**config.mk**
```make
export PLATFORM = sky130hd
export DESIGN_NAME = pipe_ctrl
export DESIGN_NICKNAME = d
export VERILOG_FILES = /design/src/rtl/pipe_ctrl.sv
export SDC_FILE = /design/constraint.sdc
export NUM_CORES = 1
export LEC_CHECK = 0
export ABC_AREA = 1
export CAP_MARGIN = 20
export CORE_MARGIN = 3
export CORE_UTILIZATION = 36
export DETAILED_ROUTE_END_ITERATION = 7
export GPL_TIMING_DRIVEN = 1
export PLACE_DENSITY = 0.87
export SYNTH_ARGS = -nofsm -noshare
export SYNTH_HDL_FRONTEND = slang
export SYNTH_SLANG_ARGS = --single-unit
```
**constraint.sdc**
```tcl
create_clock -name clk -period 2.78 [get_ports clk]
set_clock_uncertainty 0.15 [all_clocks]
set_input_delay 0.417 -clock clk [delete_from_list [all_inputs] [get_ports clk]]
set_output_delay 0.417 -clock clk [all_outputs]
set_load 0.05 [all_outputs]
```
**src/rtl/pipe_ctrl.sv**
```systemverilog
// Pipeline control for the five-stage OpenMIPS core: stall arbitration, exception flush/redirect,
// post-flush holdoff and a sticky stall watchdog. Define PIPE_CTRL_PERF_EN to build the perf counters.
module pipe_ctrl #(
  parameter logic [31:0] INT_VECTOR = 32'h0000_0020,
  parameter logic [31:0] EXC_VECTOR = 32'h0000_0040,
  parameter logic [3:0]  HOLDOFF    = 4'd2,
  parameter logic [15:0] WDOG_LIMIT = 16'd1024
) (
  input  logic        clk,
  input  logic        rst,
  input  logic        stallreq_from_if,
  input  logic        stallreq_from_id,
  input  logic        stallreq_from_ex,
  input  logic        stallreq_from_mem,
  input  logic [31:0] excepttype_i,
  input  logic [31:0] cp0_epc_i,
  output logic [5:0]  stall,
  output logic        flush,
  output logic [31:0] new_pc,
  output logic        wdog_o,
  output logic [31:0] perf_stall_cnt,
  output logic [15:0] perf_flush_cnt
);

  typedef enum logic [0:0] {
    ST_IDLE = 1'b0,
    ST_HOLD = 1'b1
  } state_t;

  state_t      state_r;
  state_t      state_nxt_s;
  logic [3:0]  hold_cnt_r;
  logic [3:0]  hold_cnt_nxt_s;
  logic [15:0] wd_cnt_r;
  logic        wdog_r;
  logic [5:0]  stall_s;
  logic        flush_s;
  logic [31:0] new_pc_s;

  function automatic logic [31:0] sel_new_pc(input logic [31:0] exc, input logic [31:0] epc);
    logic [31:0] pc;
    case (exc)
      32'h0000_0001:                                           pc = INT_VECTOR;
      32'h0000_0008, 32'h0000_000a, 32'h0000_000c, 32'h0000_000d: pc = EXC_VECTOR;
      32'h0000_000e:                                           pc = epc;
      default:                                                 pc = EXC_VECTOR;
    endcase
    return pc;
  endfunction

  // Deeper stages freeze everything upstream of themselves; IF and ID share one pattern.
  function automatic logic [5:0] stall_prio(input logic r_if, input logic r_id,
                                            input logic r_ex, input logic r_mem);
    logic [5:0] v;
    if (r_mem) begin
      v = 6'b011111;
    end else if (r_ex) begin
      v = 6'b001111;
    end else if (r_id || r_if) begin
      v = 6'b000111;
    end else begin
      v = 6'b000000;
    end
    return v;
  endfunction

  // Next-state, flush/redirect and stall decode
  always_comb begin
    state_nxt_s    = state_r;
    hold_cnt_nxt_s = hold_cnt_r;
    flush_s        = 1'b0;
    new_pc_s       = 32'h0000_0000;
    stall_s        = 6'b000000;
    case (state_r)
      ST_IDLE: begin
        if (excepttype_i != 32'h0000_0000) begin
          flush_s        = 1'b1;
          new_pc_s       = sel_new_pc(excepttype_i, cp0_epc_i);
          state_nxt_s    = ST_HOLD;
          hold_cnt_nxt_s = HOLDOFF - 4'd1;
        end else begin
          stall_s = stall_prio(stallreq_from_if, stallreq_from_id,
                               stallreq_from_ex, stallreq_from_mem);
        end
      end
      ST_HOLD: begin
        stall_s = stall_prio(stallreq_from_if, stallreq_from_id,
                             stallreq_from_ex, stallreq_from_mem);
        if (hold_cnt_r == 4'd0) begin
          state_nxt_s = ST_IDLE;
        end else begin
          hold_cnt_nxt_s = hold_cnt_r - 4'd1;
        end
      end
      default: begin
        state_nxt_s    = ST_IDLE;
        hold_cnt_nxt_s = 4'd0;
      end
    endcase
  end

  // State and holdoff counter registers
  always_ff @(posedge clk) begin
    if (rst) begin
      state_r    <= ST_IDLE;
      hold_cnt_r <= 4'd0;
    end else begin
      state_r    <= state_nxt_s;
      hold_cnt_r <= hold_cnt_nxt_s;
    end
  end

  // Watchdog: count consecutive stalled cycles, latch the flag once the limit is hit
  always_ff @(posedge clk) begin
    if (rst) begin
      wd_cnt_r <= 16'd0;
      wdog_r   <= 1'b0;
    end else if (flush_s || (stall_s == 6'b000000)) begin
      wd_cnt_r <= 16'd0;
    end else if (wd_cnt_r == (WDOG_LIMIT - 16'd1)) begin
      wdog_r   <= 1'b1;
    end else begin
      wd_cnt_r <= wd_cnt_r + 16'd1;
    end
  end

`ifdef PIPE_CTRL_PERF_EN
  logic [31:0] perf_stall_r;
  logic [15:0] perf_flush_r;

  // Performance counters: stall count wraps, flush count saturates
  always_ff @(posedge clk) begin
    if (rst) begin
      perf_stall_r <= 32'd0;
      perf_flush_r <= 16'd0;
    end else begin
      if (stall_s != 6'b000000) begin
        perf_stall_r <= perf_stall_r + 32'd1;
      end
      if (flush_s && (perf_flush_r != 16'hFFFF)) begin
        perf_flush_r <= perf_flush_r + 16'd1;
      end
    end
  end

  assign perf_stall_cnt = perf_stall_r;
  assign perf_flush_cnt = perf_flush_r;
`else
  assign perf_stall_cnt = 32'd0;
  assign perf_flush_cnt = 16'd0;
`endif

  assign stall  = stall_s;
  assign flush  = flush_s;
  assign new_pc = new_pc_s;
  assign wdog_o = wdog_r;

endmodule

```
Yosys cells after proc, flatten, opt, wreduce, memory -nomap -nowiden
Index checks and enable logic that the tools add are counted.
- reduce and logical (&&, ||, !) cells: 8
- equal/unequal tests: 5
- multiplexer cells: 15
- bitwise gates (word level): 2
- $add $sub $neg: 2
- operator list (cell ; count):
    2-to-1 mux 32 bit ; 2
    case mux 32 bit (2 select lines) ; 1
    equality test 32 x 1 -> 1 bit (second input constant) ; 1
    equality test 32 x 4 -> 1 bit (second input constant) ; 1
    nonzero test 32 bit ; 1
    adder 16 x 1 -> 16 bit (second input constant) ; 1
    equality test 16 x 10 -> 1 bit (second input constant) ; 1
    2-to-1 mux 4 bit ; 3
    case mux 6 bit (2 select lines) ; 1
    2-to-1 mux 5 bit ; 2
    case mux 4 bit (2 select lines) ; 1
    logical NOT 6 bit ; 1
    logical NOT 4 bit ; 1
    inequality test 2 bit (second input constant) ; 2
    AND reduction 2 bit ; 2
    subtractor 4 x 1 -> 4 bit (second input constant) ; 1
    2-to-1 mux 1 bit ; 3
    2-to-1 mux 3 bit ; 1
    logical OR 1 bit ; 2
    NOT 1 bit ; 2
    case mux 1 bit (2 select lines) ; 1
    OR reduction 2 bit ; 1
- logic and storage cells: 36
- register bits after elaboration: 22
- output and inout bits: 88
- input bits: 70

Logic depth before layout (Yosys ltp)
- depth after elaboration: 10
- depth in mapped cells: 10
- mapped depth without buffers: 9

Worst setup path after synthesis
Ideal clock, no wire load.
- kind: input to output
- from: in excepttype_i[7]
- to: out new_pc[6]
- data arrival time: 2040 ps
- setup slack: 173 ps
- stages: 8
- buffers on the path: 0
- required time: 2213 ps
- cells stage by stage: nor2_1 > nand2_1 > nor2_1 > nand2_1 > nor2_2 > nor2_2 > nand2_1 > nor2_1
- longest elaborated chain between the ends: 4
- elaborated cells on any way between the ends: 6
- classes of those cells: eq/ne (2); mux (3); reduce/logical (1)
- RTL lines (element ; line ; source):
    from (decl) ; 15 ; input logic [31:0] excepttype_i,
    equality test 32 x 4 -> 1 bit or equality test 32 x 1 -> 1 bit (tied branches) ; 42 ; case (exc)
    case mux 32 bit (2 select lines) ; 42 ;
    2-to-1 mux 32 bit (*) ; 76 ; if (excepttype_i != 32'h0000_0000) begin
    2-to-1 mux 32 bit (*) ; 74 ; case (state_r)
    to (decl) ; 19 ; output logic [31:0] new_pc,
Mark *: on every way between the ends. The rest lies on a longest branch, timed or not.

Final worst setup path
- from: in excepttype_i[4]
- to: out new_pc[6]
Same word-level chain as after synthesis.

==> results.cfg <==
[setup_path]
cp.arrival_ps = 2110
critical_path_class = in -> out
crit_fanout = 5
crit_required_ps = 2210
cp-start-kind = primary input
reg2reg_depth = 9
crit_path_end_kind = output port

[global_route]
grt_pass1_wl_um = 8810
grt_antenna_before_repair = 0
grtUsageTotal_pct = 17.2
grt_pass1_vias = 1973
grt_max_degree = 31
grt-ovfl-total = 0

[yosys]
synth-main-ff-cell = dfxtp_1
synth_area_leader_cell = dfxtp_1
synth_commonest_cells = nor2_1 (75), nand2_1 (70), buf_4 (51)
syn-mean-instance-area_um2 = 6.18
syn-cell-area_um2 = 1990
yosys_warnings = 0
synth_area_leaders = dfxtp_1 (22%), buf_4 (19%), nor2_1 (14%)
ys_async_sr_fraction_pct = 0
synthCells = 322
yosysUniqueCellTypes = 28
ys_ff_latch = 22
yosysTopAreaCellShare_pct = 22.1
ys_seq_area_share_pct = 22.1
synth_most_common_cell = nor2_1
synth_edf_count = 0

[detailed_routing]
antenna_left = 0
first_pass_iters = 4
drc = 0
num_vias = 2186
drt_iter0_markers = 73
wl_per_cell_um = 12.3
vias_per_cell = 4.38
routed_wl_um = 6160

[power_and_ir_drop]
power_leakage_nw = 1.29
ir_drop_mv = 0.305
power_mw = 0.979
power.density_nw_per_um2 = 321

[floorplan]
ios = 158
initial_core_util_pct = 38.0
row_count = 26
fp.dieH_um = 80.4
die-area_um2 = 6460
die_w_um = 80.4
coreArea_um2 = 5240

[cts]
clk_latency_ps = 270
cts_sinks = 22
cts_htree_levels = 1
cts-root-buf = clkbuf_8
cts_buffer_depth = 2
cts_tree = done
ctsHoldBuffers = 0
numCtsBuffers = 3
cts.clk_slew.worst_paths_ps = 80

[finish]
fillers = 464
antenna_cells = 0
multi_input_area_um2 = 1240
seq_area_um2 = 440
nNetsFinal = 502
drive_gt1_share_pct = 16.6
fin_area_um2 = 3050
area_delta_synth_final_pct = 53.3

[timing]
holdWs_ps = 320
fin_ws_ps = 105
worst_pin_slew_ps = 510
min_period_ps = 2680
hold_viol_final = 0
fmax_mhz = 374
maxSlewHeadroom_pct = 65.7
slew_viol_final = 0
tns_ps = 0
period_share_pct = 96.2
setup_viol = 0

[placed_design]
dp_hpwl_um = 5160
gp_congestion = 0.857
port_buffers = 108
dpl_cell_area_um2 = 2960
dp_slack_ps = 49.3

[outcome]
status = finished, final reports clean

[hold_path]
hold_depth = 2
min_path_type = reg -> reg

[flow_run]
maxCapViolCount = 0
worst max-delay path: stages:
cell,delay (ps)
clkdlybuf4s50_1,470
nor2_1,40
nand2_1,130
nor2_1,80
nand2_1,120
nor2_2,50
nor2_2,290
nand2_1,90
nor2_1,240
buf_12,180
routing by layer:
| layer | vias to the layer above | track usage [%] | wire (um) | share of wire, % |
|---|---|---|---|---|
| met3 | 9 | 3.81 | 545 | 8.8 |
| met4 | 0 | 5.24 | 96 | 1.6 |
| met2 | 91 | 35.3 | 3310 | 54 |
| met5 | - | 0 | 0 | 0 |
| met1 | 975 | 16.5 | 2210 | 36 |
| li1 | 1111 | - | - | - |
layout make-up:
cell class | instances | share of cell area [%]
Multi-Input combinational cell | 269 | 40.6
Tap cell | 70 | 2.87
Sequential cell | 22 | 14.4
Timing Repair Buffer | 113 | 37.6
Clock buffer | 4 | 1.80
Inverter | 21 | 2.67
power by group:
group	internal, mW	leakage, nW	switching (mW)
Sequential	0.323	0.178	0.00770
Combinational	0.152	1.08	0.263
Clock	0.126	0.0288	0.107
per-stage QoR:
stage	utilization, %	instances
after floorplan	-	370
after global placement	56.6	494
after detailed placement	56.6	494
after CTS	57.6	498
after global routing	58.3	499
final	58.3	499
cells in the final DEF (no fill, tap or decap), types with 2 or more instances in the layout:
master,Yosys,layout
inv_1,19,19
buf_12,0,9
dfxtp_1,22,22
buf_6,1,3
nor2_2,9,11
xnor2_1,6,6
nand3_1,14,14
nor3_1,8,8
xor2_1,5,5
nor2_1,75,73
a21oi_1,12,12
conb_1,1,49
clkbuf_8,0,4
a21oi_2,2,2
buf_4,51,31
clkdlybuf4s50_1,0,70
nand4_1,5,5
ha_1,2,2
or2_2,3,3
nand2_1,70,69
final timing paths:
path                   start          end  slack, ps
max reg2reg      wd_cnt_r[0]  wd_cnt_r[0]        920
max          excepttype_i[4]    new_pc[6]        100
min reg2reg           wdog_o       wdog_o        320
min                   wdog_o       wdog_o        320
logic make-up after synthesis:
family | Yosys count | synth area share [%]
and+or+nand+nor | 191 | 41.7
adders and majority gates | 2 | 1.26
DFF | 22 | 22.1
AOI/OAI and AO/OA | 16 | 4.59
other | 1 | 0.188
buffers and inverters | 79 | 25.3
xor gates and xnor gates | 11 | 4.84
state kept, by name, indices dropped and copies added (netlist names):
name / count
wd_cnt_r: 16
hold_cnt_r: 4
state_r: 1
wdog_o: 1
what timing repair did:
item,in CTS,in global routing
setup buffers,0,1
resized for setup,0,8
setup endpoints to repair,0,26
hold endpoints to repair,0,0
(Power assumes the default switching activity.)
